===== src/rtl/riscv_pkg.sv =====
// Shared core definitions: architectural widths and the completion bundle
// carried from execute/memory towards the register-file write port.
package riscv_pkg;

  localparam int XLEN       = 32;
  localparam int REG_ADDR_W = 5;
  localparam int NREG       = 32;

  typedef struct packed {
    logic [REG_ADDR_W-1:0] rd;
    logic [XLEN-1:0]       data;
  } result_t;

endpackage


===== src/rtl/writeback_scoreboard_scoreboard.sv =====
// Pending-destination scoreboard: one busy bit per register, set on issue,
// cleared on register-file write, with set taking priority on the same edge.
module writeback_scoreboard_scoreboard #(
  parameter int NREG = riscv_pkg::NREG
) (
  input  logic                              clk,
  input  logic                              reset,
  input  logic                              issue_valid,
  input  logic [riscv_pkg::REG_ADDR_W-1:0]  issue_rs1,
  input  logic [riscv_pkg::REG_ADDR_W-1:0]  issue_rs2,
  input  logic [riscv_pkg::REG_ADDR_W-1:0]  issue_rd,
  input  logic                              issue_writes_rd,
  input  logic                              clear_en,
  input  logic [riscv_pkg::REG_ADDR_W-1:0]  clear_rd,
  output logic                              stall,
  output logic [NREG-1:0]                   busy_mask
);
  import riscv_pkg::*;

  logic [NREG-1:0] busy_reg;
  logic [NREG-1:0] busy_next;
  logic            set_en;

  assign stall  = issue_valid & (busy_reg[issue_rs1] | busy_reg[issue_rs2] |
                                 (issue_writes_rd & busy_reg[issue_rd]));
  assign set_en = issue_valid & ~stall & issue_writes_rd;

  // x0 never has an outstanding writer, so its bit is tied off.
  assign busy_next[0] = 1'b0;

  genvar gi;
  generate
    for (gi = 1; gi < NREG; gi++) begin : g_busy
      logic set_bit;
      logic clr_bit;
      assign set_bit       = set_en   && (issue_rd == REG_ADDR_W'(gi));
      assign clr_bit       = clear_en && (clear_rd == REG_ADDR_W'(gi));
      // A new writer issued on the clearing edge is still outstanding.
      assign busy_next[gi] = set_bit | (busy_reg[gi] & ~clr_bit);
    end
  endgenerate

  always_ff @(posedge clk or posedge reset) begin
    if (reset) busy_reg <= '0;
    else       busy_reg <= busy_next;
  end

  assign busy_mask = busy_reg;

endmodule


===== src/rtl/writeback_scoreboard.sv =====
// Register-file write-port producer: load path has fixed priority over the
// ALU, the winner is registered onto the write port, scoreboard tracks rd.
module writeback_scoreboard #(
  parameter int XLEN = riscv_pkg::XLEN,
  parameter int NREG = riscv_pkg::NREG
) (
  input  logic                              clk,
  input  logic                              reset,
  input  logic                              issue_valid,
  input  logic [riscv_pkg::REG_ADDR_W-1:0]  issue_rs1,
  input  logic [riscv_pkg::REG_ADDR_W-1:0]  issue_rs2,
  input  logic [riscv_pkg::REG_ADDR_W-1:0]  issue_rd,
  input  logic                              issue_writes_rd,
  output logic                              stall,
  input  logic                              alu_valid,
  input  logic [riscv_pkg::REG_ADDR_W-1:0]  alu_rd,
  input  logic [XLEN-1:0]                   alu_data,
  output logic                              alu_ready,
  input  logic                              mem_valid,
  input  logic [riscv_pkg::REG_ADDR_W-1:0]  mem_rd,
  input  logic [XLEN-1:0]                   mem_data,
  output logic                              mem_ready,
  output logic [riscv_pkg::REG_ADDR_W-1:0]  rf_rd,
  output logic [XLEN-1:0]                   rf_write_data,
  output logic                              rf_write_enable,
  output logic [NREG-1:0]                   busy_mask
);
  import riscv_pkg::*;

  result_t               sel_result;
  logic                  sel_valid;
  logic [REG_ADDR_W-1:0] rf_rd_reg;
  logic [XLEN-1:0]       rf_data_reg;
  logic                  rf_we_reg;

  assign mem_ready = 1'b1;
  assign alu_ready = ~mem_valid;

  always_comb begin
    sel_valid       = mem_valid | alu_valid;
    sel_result.rd   = alu_rd;
    sel_result.data = alu_data;
    if (mem_valid) begin
      sel_result.rd   = mem_rd;
      sel_result.data = mem_data;
    end
  end

  // Results to x0 are consumed (ready is still given) but never strobed.
  always_ff @(posedge clk or posedge reset) begin
    if (reset) begin
      rf_rd_reg   <= '0;
      rf_data_reg <= '0;
      rf_we_reg   <= 1'b0;
    end else begin
      rf_we_reg <= sel_valid && (sel_result.rd != '0);
      if (sel_valid) begin
        rf_rd_reg   <= sel_result.rd;
        rf_data_reg <= sel_result.data;
      end
    end
  end

  assign rf_rd           = rf_rd_reg;
  assign rf_write_data   = rf_data_reg;
  assign rf_write_enable = rf_we_reg;

  writeback_scoreboard_scoreboard #(.NREG(NREG)) u_scoreboard (
    .clk             (clk),
    .reset           (reset),
    .issue_valid     (issue_valid),
    .issue_rs1       (issue_rs1),
    .issue_rs2       (issue_rs2),
    .issue_rd        (issue_rd),
    .issue_writes_rd (issue_writes_rd),
    .clear_en        (rf_we_reg),
    .clear_rd        (rf_rd_reg),
    .stall           (stall),
    .busy_mask       (busy_mask)
  );

endmodule


===== config.mk =====
export PLATFORM = sky130hd
export DESIGN_NAME = writeback_scoreboard
export DESIGN_NICKNAME = d
export VERILOG_FILES = /design/src/rtl/riscv_pkg.sv /design/src/rtl/writeback_scoreboard_scoreboard.sv /design/src/rtl/writeback_scoreboard.sv
export SDC_FILE = /design/constraint.sdc
export NUM_CORES = 1
export LEC_CHECK = 0
export BUFFER_PORTS_ARGS = -buffer_cell sky130_fd_sc_hd__buf_2
export CAP_MARGIN = 25
export CORE_MARGIN = 2
export CORE_UTILIZATION = 45
export CTS_BUF_LIST = sky130_fd_sc_hd__clkbuf_4 sky130_fd_sc_hd__clkbuf_8 sky130_fd_sc_hd__clkbuf_16
export DETAILED_ROUTE_END_ITERATION = 6
export PLACE_DENSITY = 0.75
export SLEW_MARGIN = 0
export SYNTH_ARGS = -nofsm -noshare
export SYNTH_HDL_FRONTEND = slang
export SYNTH_SLANG_ARGS = --single-unit

===== constraint.sdc =====
create_clock -name clk -period 2.3 [get_ports clk]
set_clock_uncertainty 0.2 [all_clocks]
set_input_delay 0.23 -clock clk [delete_from_list [all_inputs] [get_ports clk]]
set_output_delay 0.23 -clock clk [all_outputs]
set_load 0.05 [all_outputs]

==> flow_metrics.env <==
export IMPL_outcome="finished with violations"
export IMPL_violations="negative setup slack"
export IMPL_power_density_mw_per_mm2=936
export IMPL_fin_util=0.706
export IMPL_die_h_um=102
export IMPL_crit_arrival_ns=2.17
export IMPL_clkTransAtPathRegs_ns=0.08
export IMPL_syn_nets=517
export IMPL_final_layout_size_suffix_gt1_frac=0.463
export IMPL_critPathBufInv=1
export IMPL_gp_congestion=0.946
export IMPL_grt_pass1_wl_um=25500
export IMPL_cts_sinks=69
export IMPL_worst_slew_pin_slew_ns=0.746
export IMPL_antenna_found_initial=0
export IMPL_num_vias=4684
export IMPL_root_buffer="clkbuf_8"
export IMPL_synth_avg_cell_area_um2=10.1
export IMPL_avgRoutedWirePerCell_um=19.9
export IMPL_drv_cap=0
export IMPL_initial_core_util=0.464
export IMPL_cp_top_family="multiplexers"
export IMPL_dp_hpwl_um=10600
export IMPL_final_common_cell="buf_2"
export IMPL_end_kind="output port"
export IMPL_dieArea_mm2=0.0103
export IMPL_crit_slowest_cell="mux4_2"
export IMPL_fmax_mhz=384
export IMPL_clock_path_buffers=2
export IMPL_final_cell_mix="buf_2 (164), nand2_1 (78), o21ai_0 (72)"
export IMPL_p_int_mw=3.36
export IMPL_rsz0062_at_grt="yes"
export IMPL_dr_pass1_iters=5
export IMPL_top_layer="met4"
export IMPL_largest_reg_flops=32
export IMPL_synth_top_family_by_area="multiplexers"
export IMPL_die_w_um=102
export IMPL_synth_edf_count=0
export IMPL_fin_crit_sh=1.13
export IMPL_avgViaCountPerCell=5.67
export IMPL_wl_met3_um=1340
export IMPL_grt_max_degree=55
export IMPL_wl_met2_um=8030
export IMPL_synth_distinct_cells=47
export IMPL_combPwrFrac=0.508
export IMPL_synth_area_mm2=0.00428
export IMPL_synth_area_leaders="dfrtp_1 (40%), mux2i_1 (12%), o21ai_0 (8.5%), nand2_1 (6.8%), o21ai_2 (6.1%)"
export IMPL_setup_violations=24
export IMPL_ir_worst_vdd_mv=0.444
export IMPL_wl_met1_um=6410
export IMPL_critPathLaunchType="register"
export IMPL_nNetsFinal=787
export IMPL_synth_compound_area_frac=0.175
export IMPL_grt_ovfl_total=0
export IMPL_muxShareOfSynthArea=0.223
export IMPL_switching_share=0.450
export IMPL_ios=168
export IMPL_synthSimpleGateAreaFrac=0.147
export IMPL_relSlewSlack=0.502
export IMPL_ant_nets=0
export IMPL_synth_xor_area_frac=0
export IMPL_layout_setup_ws_ns=-0.302
export IMPL_synth_top_area_frac=0.403
export IMPL_critPathRequiredTime_ns=1.87
export IMPL_drv_slew=0
export IMPL_period_needed_ns=2.60
export IMPL_slowest_delay_ns=0.47
export IMPL_drt_iter0_drc=388
export IMPL_antenna_diode_count=0
export IMPL_grt_usage=0.325
export IMPL_clock_latency_ns=0.34
export IMPL_hp_class="in2reg"
export IMPL_synthAdderAreaFrac=0
export IMPL_port_buffers=165
export IMPL_h_tree_depth=3
export IMPL_leakage_nw=3.05
export IMPL_ys_flop_type="dfrtp_1"
export IMPL_placedCellCount=738
export IMPL_syn_to_final_growth_pct=52.3
export IMPL_rrSetupSlack_ns=-0.04
export IMPL_power_frac_seq=0.313
export IMPL_dp_slack_ns=-0.0536
export IMPL_cts_made_buffers=9
export IMPL_worstSetupPathType="reg2out"
export IMPL_netlist_instances=422
export IMPL_async_flop_share=1.00
export IMPL_drc=0
export IMPL_cts_tree="yes"
export IMPL_fp_coreArea_mm2=0.00924
export IMPL_synth_seq_area_share=0.403
export IMPL_synth_top_area_cell="dfrtp_1"
export IMPL_cp_max_fo=5
export IMPL_ys_seq_elements=69
export IMPL_clkPwrFrac=0.178
export IMPL_final_cells=826
export IMPL_synth_warnings=0
export IMPL_path_cells="mux4_2 -> mux2_4 -> o211ai_4 -> nand4_2 -> and2_4 -> buf_6"
export IMPL_dpl_instance_area_mm2=0.00558
export IMPL_hold_viol_final=0
export IMPL_power_switching_mw=2.74
export IMPL_row_count=35
export IMPL_grt_pass1_vias=4886
export IMPL_wl_um=16500
export IMPL_fin_area_mm2=0.00652
export IMPL_tns_ns=-0.636
## routing by layer
metal	track usage	up-vias
met1	0.416	2242
met4	0.132	0
met5	0	-
li1	-	2068
met3	0.0538	62
met2	0.550	312
## cells in the mapped netlist (all sizes together), types with 2 or more instances
library cell  instances
clkbuf               12
a21oi                 3
dfrtp                69
mux2                  5
buf                  20
mux2i                53
inv                   2
conb                  2
nor4                  3
o21ai               103
nand3b                2
nor3b                 6
and3b                 3
nor2                  6
a211oi                3
nand2                78
nor3                  3
nand2b                4
nand3                 4
mux4                 15
nand4                 2
nor2b                 9
or4                   2
## cells by family (layout without fill, tap and decap cells)
group / after synthesis / in the layout
AO/OA/AOI/OAI: 117 / 117
buffers and inverters: 34 / 309
flip-flops: 69 / 69
multiplexers: 73 / 73
other: 2 / 2
AND/OR/NAND/NOR: 127 / 127
## tightest hold or removal path: cells and delay by family
family	cells	cell delay [ns]
mux	1	0.05
buf+inv	1	0.08
compound gates	1	0.16
## cell type report
| class | count | area, µm² |
|---|---|---|
| clock inverter | 6 | 87.6 |
| inverter | 2 | 11.3 |
| tap | 129 | 161 |
| timing repair buffer | 291 | 2020 |
| sequential | 69 | 1760 |
| multi-input combinational | 319 | 2350 |
| clock buffer | 10 | 131 |
| fill | 638 | 2720 |
## power groups by stage
stage	clock network (mW)	logic [mW]	registers, mW
2_1_floorplan	0	0.925	2.77
3_3_place_gp	0	2.80	1.90
3_5_place_dp	0	2.85	1.92
4_1_cts	1.10	3.00	1.90
5_1_grt	1.14	3.29	1.94
6_report	1.09	3.10	1.91
## what timing repair did
action                                  4_1_cts  5_1_grt
hold endpoints to repair                     69        0
endpoints found under the setup margin       27       28
cloned                                        0        0
pin swaps                                     2        1
hold buffers                                 66        0
gates resized for setup                       7        4
setup buffers                                 3        5
## stage by stage
step           hold WS [ns]  power (mW)
3_3_place_gp          0.171        4.70
3_5_place_dp          0.185        4.77
2_1_floorplan         0.147        3.70
5_1_grt              0.0387        6.37
6_report             0.0254        6.10
4_1_cts             0.00222        6.00
## path summary, 6_finish.rpt
path | start | to | depth (start not counted)
min | alu_data[21] | rf_write_data[21] | 3
max | u_scoreboard.busy_mask[22] | stall | 6
max reg2reg | u_scoreboard.busy_mask[22] | u_scoreboard.busy_mask[31] | 7
min reg2reg | u_scoreboard.busy_mask[17] | u_scoreboard.busy_mask[17] | 2
min in group asynchronous | reset | u_scoreboard.busy_mask[1] | 3
max in group asynchronous | reset | rf_write_data[31] | 4
No activity file was read; power rests on OpenSTA's default activity.
